===== config.mk =====
export PLATFORM = sky130hd
export DESIGN_NAME = syndrome_collector
export DESIGN_NICKNAME = d
export VERILOG_FILES = /design/src/rtl/syndrome_collector.sv
export SDC_FILE = /design/constraint.sdc
export NUM_CORES = 1
export LEC_CHECK = 0
export CAP_MARGIN = 20
export CORE_AREA = 4 4 71 73
export DETAILED_ROUTE_END_ITERATION = 6
export DIE_AREA = 0 0 75 77
export HOLD_SLACK_MARGIN = 0.1
export SETUP_SLACK_MARGIN = 0.2
export SYNTH_ARGS = -nofsm -noshare
export SYNTH_HDL_FRONTEND = slang
export SYNTH_SLANG_ARGS = --single-unit

===== constraint.sdc =====
create_clock -name clk -period 4 [get_ports clk]
set_input_delay 1 -clock clk [delete_from_list [all_inputs] [get_ports clk]]
set_output_delay 1 -clock clk [all_outputs]
set_load 0.02 [all_outputs]

===== src/rtl/syndrome_collector.sv =====
// syndrome_collector
// Packs I consecutive parity-check results (F_value, 1 = satisfied) into one
// I-bit syndrome word. A bit is 1 where the check failed. The block also
// computes the word's weight (the number of failed checks) and queues each
// finished word in a small output FIFO with a valid/ready interface.
// Upstream cannot be stalled, so when the FIFO is full a finished word is
// dropped and the sticky overflow flag is set.
//
// Ports:
//   clk, rst         clock and synchronous active-high reset
//   F_value          check result, qualified by F_value_tvalid
//   frame_clear      throw away the partially collected word
//   syndrome         head word of the FIFO (zero when the FIFO is empty)
//   syndrome_weight  popcount of the head word (zero when empty)
//   syndrome_zero    head word has weight 0 (low when empty)
//   syndrome_tvalid  FIFO is not empty
//   syndrome_tready  consumer takes the head word
//   overflow         sticky flag: a finished word was dropped
//   row_cnt          index of the next expected check
module syndrome_collector #(
   parameter int I         = 7,
   parameter int OUT_DEPTH = 2,
   localparam int WWIDTH   = $clog2(I + 1)
) (
   input  logic                   clk,
   input  logic                   rst,
   input  logic                   F_value,
   input  logic                   F_value_tvalid,
   input  logic                   frame_clear,
   output logic [I-1:0]           syndrome,
   output logic [WWIDTH-1:0]      syndrome_weight,
   output logic                   syndrome_zero,
   output logic                   syndrome_tvalid,
   input  logic                   syndrome_tready,
   output logic                   overflow,
   output logic [$clog2(I)-1:0]   row_cnt
);

   localparam int RCW = $clog2(I);
   localparam int PW  = (OUT_DEPTH > 1) ? $clog2(OUT_DEPTH) : 1;
   localparam int CW  = $clog2(OUT_DEPTH + 1);

   logic [I-1:0]      partial;
   logic [WWIDTH-1:0] pweight;
   logic              fail;
   logic              accept;
   logic              last_row;
   logic [I-1:0]      word_next;
   logic [WWIDTH-1:0] weight_next;

   logic [I-1:0]      mem_syn [OUT_DEPTH];
   logic [WWIDTH-1:0] mem_wt  [OUT_DEPTH];
   logic [PW-1:0]     rd_ptr, wr_ptr, rd_ptr_nxt, wr_ptr_nxt;
   logic [CW-1:0]     count;
   logic              pop, push, drop;

   // Keep the inversion in its own 1-bit signal. If it were written inline,
   // the bit would be widened first and then inverted.
   assign fail        = ~F_value;
   assign accept      = F_value_tvalid && !frame_clear;
   assign last_row    = accept && (row_cnt == RCW'(I - 1));
   assign word_next   = partial | (I'(fail) << row_cnt);
   assign weight_next = pweight + WWIDTH'(fail);

   // Pop is evaluated before push. A full FIFO that is being drained in the
   // same cycle still has room for the incoming word.
   assign pop  = (count != '0) && syndrome_tready;
   assign push = last_row && ((count < CW'(OUT_DEPTH)) || pop);
   assign drop = last_row && !push;

   assign rd_ptr_nxt = (rd_ptr == PW'(OUT_DEPTH - 1)) ? '0 : rd_ptr + 1'b1;
   assign wr_ptr_nxt = (wr_ptr == PW'(OUT_DEPTH - 1)) ? '0 : wr_ptr + 1'b1;

   always_ff @(posedge clk) begin
      if (rst) begin
         row_cnt  <= '0;
         partial  <= '0;
         pweight  <= '0;
         rd_ptr   <= '0;
         wr_ptr   <= '0;
         count    <= '0;
         overflow <= 1'b0;
      end else begin
         // The partial word restarts after a completion even when that word
         // was dropped.
         if (frame_clear || last_row) begin
            row_cnt <= '0;
            partial <= '0;
            pweight <= '0;
         end else if (accept) begin
            row_cnt <= row_cnt + 1'b1;
            partial <= word_next;
            pweight <= weight_next;
         end

         if (push) wr_ptr <= wr_ptr_nxt;
         if (pop)  rd_ptr <= rd_ptr_nxt;

         if (push && !pop)      count <= count + 1'b1;
         else if (pop && !push) count <= count - 1'b1;

         if (drop) overflow <= 1'b1;
      end
   end

   // The storage needs no reset. Every output read from it is gated by
   // syndrome_tvalid.
   always_ff @(posedge clk) begin
      if (!rst && push) begin
         mem_syn[wr_ptr] <= word_next;
         mem_wt[wr_ptr]  <= weight_next;
      end
   end

   assign syndrome_tvalid = (count != '0);
   assign syndrome        = syndrome_tvalid ? mem_syn[rd_ptr] : '0;
   assign syndrome_weight = syndrome_tvalid ? mem_wt[rd_ptr]  : '0;
   assign syndrome_zero   = syndrome_tvalid && (mem_wt[rd_ptr] == '0);

endmodule


==> run_results.csv <==
group,metric,value,unit
run_status,status,"complete, no violations",
sta,period_needed,2.95,ns
sta,slew_violations,0,
grt,grt_max_degree,14,
drt,drtAntennaViolNets,0,
clock_network,cts_made_buffers,5,
floorplan,die_h,77,microns
layout,area_growth,19.2,%
floorplan,rows,24,
layout,antenna_cells,0,
critical_path,path_buf_inv,1,
drt,routed_wl,3.17,mm
logic_synthesis,syn-num-nets,157,
critical_path,cp-end-kind,"primary output",
drt,avgViaCountPerCell,5.11,
critical_path,r2r-start,"row_cnt[0]$_SDFFE_PP0P_",
floorplan,io_pins,22,
critical_path,worstPathArrival,1.95,ns
logic_synthesis,synth.yosys.warnings,0,
sta,fmax,338,MHz
power_and_ir_drop,ir_worst_vdd,0.158,mV
clock_network,root_buffer,"clkbuf_8",
grt,antenna_found_initial,0,
critical_path,path_delay_family,"buffers and inverters",
critical_path,crit_path_max_incr_delay,0.60,ns
clock_network,cts_resized,0,
logic_synthesis,yosysUniqueCellTypes,31,
logic_synthesis,yosysTopAreaCellShare,35.3,%
grt,grtUsageTotal,12.3,%
power_and_ir_drop,powerDensity,342,nW/um^2
drt,wl_per_cell,14.3,microns
power_and_ir_drop,total_power,693,uW
critical_path,cp-start-kind,"register",
layout,final_cell_mix,"33 x nor2_1, 21 x clkdlybuf4s50_1, 20 x edfxtp_1",
power_and_ir_drop,swShare,20.6,%
clock_network,postCtsSetupRepairBufs,0,
placement,detailed_place_hpwl,2.21,mm
sta,max_slew_margin,47.6,%
logic_synthesis,synth_cells,146,
layout,fin_nets,179,
floorplan,initial_core_util,39.0,%
power_and_ir_drop,pwr-share-seq,60.8,%
drt,drt_iter0_markers,45,
power_and_ir_drop,power.net_switching,143,uW
sta,hold_viol,0,
power_and_ir_drop,clkPwrFrac,35.2,%
worst_hold_path,hp-start,"partial[0]$_SDFFE_PP0P_",
drt,dr.pass1.iters,4,
critical_path,crit_required,3.00,ns
layout,final_common_cell,"nor2_1",
grt,grt_pass1_vias,1121,
sta,fin_setup_tns,0,ns
worst_hold_path,hold_path.class,"reg -> reg",
grt,grt-ovfl-total,0,
floorplan,core_area,4350,sq um
clock_network,cts_tree,"built",
floorplan,dieArea,5780,sq um
sta,max_slew.worst_pin.slew,0.784,ns
sta,period_share,73.9,%
logic_synthesis,synth.area.top_cells,"edfxtp_1 35%, dfxtp_1 22%, nor2_1 7.3%, mux2i_1 7.1%, ha_1 3.7%",
run,cap_viol_max_count,0,
sta,rsz0062_at_grt,"no",
clock_network,clk_transition_reported_paths,0.07,ns
power_and_ir_drop,pwr-share-comb,4.0,%
critical_path,worstPathCellList,"nor4_1, a21oi_1, nor2_1, clkdlybuf4s50_1",
sta,final-setup-viol-count,0,
logic_synthesis,synth_area_per_cell,11.6,sq um
power_and_ir_drop,leakagePower,0.774,nW
logic_synthesis,ys_ff_latch,39,
logic_synthesis,yosysSeqAreaShare,57.7,%
layout,finish.instance_area,2030,sq um
power_and_ir_drop,p_int,550,uW
placement,gp_congestion,0.760,
grt,grt_pass1_wl,5.37,mm
clock_network,cts.hold.buffers_added,0,
layout,layout-drive-gt1-share,10.7,%
clock_network,cts_sinks,39,
logic_synthesis,synth_area,1700,sq um
drt,vias,1130,
clock_network,clockBufferDepth,2,
clock_network,clock_latency,0.29,ns
critical_path,path_class,"reg -> out",
logic_synthesis,post-synth-top-area-cell,"edfxtp_1",
critical_path,cp_slowest_cell,"clkdlybuf4s50_1",
placement,portBuffers,21,
sta,finClkSkew,0.00556,ns
drt,drc_errors,0,
critical_path,critical_path.max_fanout,12,
clock_network,h-tree-depth,2,
placement,dpl_cell_area,1950,sq um
floorplan,die_w,75,microns
-- tightest hold or removal path: cells and delay by family (launching register included) --
kind | cells | cell delay (ns)
flip-flops | 1 | 0.34
AND/OR/NAND/NOR | 1 | 0.07
AO/OA/AOI/OAI | 1 | 0.04
-- metal layers --
layer | vias to the layer above | wire length, microns | GRT usage (%)
met1 | 541 | 1460 | 15.9
met4 | 0 | 65 | 5.87
li1 | 557 | - | -
met2 | 24 | 1510 | 18.5
met5 | - | 0 | 0
met3 | 8 | 136 | 3.66
-- synth_stat cells --
| master | count |
|---|---|
| dfxtp_1 | 19 |
| a31oi_1 | 1 |
| ha_1 | 5 |
| mux2_4 | 1 |
| buf_6 | 1 |
| o21ai_0 | 2 |
| nor4_1 | 1 |
| a41oi_1 | 1 |
| xor2_1 | 6 |
| clkbuf_1 | 2 |
| nand4b_4 | 1 |
| nor2b_2 | 1 |
| xnor2_1 | 1 |
| a21o_1 | 3 |
| inv_1 | 3 |
| edfxtp_1 | 20 |
| nor2b_1 | 4 |
| a311o_1 | 1 |
| nor4b_2 | 1 |
| nand3b_1 | 2 |
| nor3b_1 | 1 |
| and4bb_2 | 1 |
| a211oi_1 | 1 |
| nor3_1 | 3 |
| nor2_1 | 33 |
| a21oi_1 | 8 |
| a31o_2 | 4 |
| inv_2 | 1 |
| mux2i_1 | 12 |
| buf_2 | 5 |
| or3_2 | 1 |
-- final cells by class --
class / instances / area (sq um)
multi-input cells: 95 / 659
clock buffers: 6 / 72.6
fillers: 388 / 2330
flip-flops and latches: 39 / 981
inverters: 4 / 15.0
well taps: 52 / 65.1
repair buffers: 23 / 225
clock inverters: 2 / 7.51
-- worst paths after layout --
check             cells after the start  slack [ns]                      end
setup reg to reg                      7        1.80    count[1]$_SDFFE_PP0P_
hold reg to reg                       2        0.48  partial[0]$_SDFFE_PP0P_
hold / removal                        2        0.48  partial[0]$_SDFFE_PP0P_
setup / recovery                      4        1.05            syndrome_zero
-- per-stage QoR --
step	utilization [%]	std cells	worst slack, ns	hold slack, ns
global route	46.5	221	0.872	0.520
floorplan	-	146	1.41	0.438
global placement	44.7	213	0.893	0.448
finish	46.5	221	1.05	0.481
CTS	46.5	221	0.992	0.481
detailed placement	44.7	213	0.812	0.463
-- cells by family (layout without fill, tap and decap cells) --
family                     Yosys count  after routing  share of synthesized area (%)
AOI/OAI and AO/OA                   21             21                           8.25
xor gates and xnor gates             7              7                           3.61
adders and majority gates            5              5                           3.68
buffers and inverters               12             35                           3.46
DFF                                 39             39                           57.7
muxes                               13             13                           7.95
and+or+nand+nor                     49             49                           15.3
-- sequential cells by signal (all words and copies together) (netlist names), named ones only --
| name | cells |
|---|---|
| mem_wt | 6 |
| pweight | 3 |
| row_cnt | 3 |
| mem_syn | 14 |
| wr_ptr | 1 |
| count | 2 |
| overflow | 1 |
| rd_ptr | 1 |
| partial | 7 |
-- power groups by stage --
stage	logic (mW)	registers, mW	clock network (mW)
after floorplan	0.0177	0.429	0
after global placement	0.0267	0.430	0
after detailed placement	0.0274	0.430	0
after CTS	0.0277	0.421	0.254
after global routing	0.0302	0.421	0.273
final	0.0276	0.421	0.244
No activity file was read; power rests on OpenSTA's default activity.
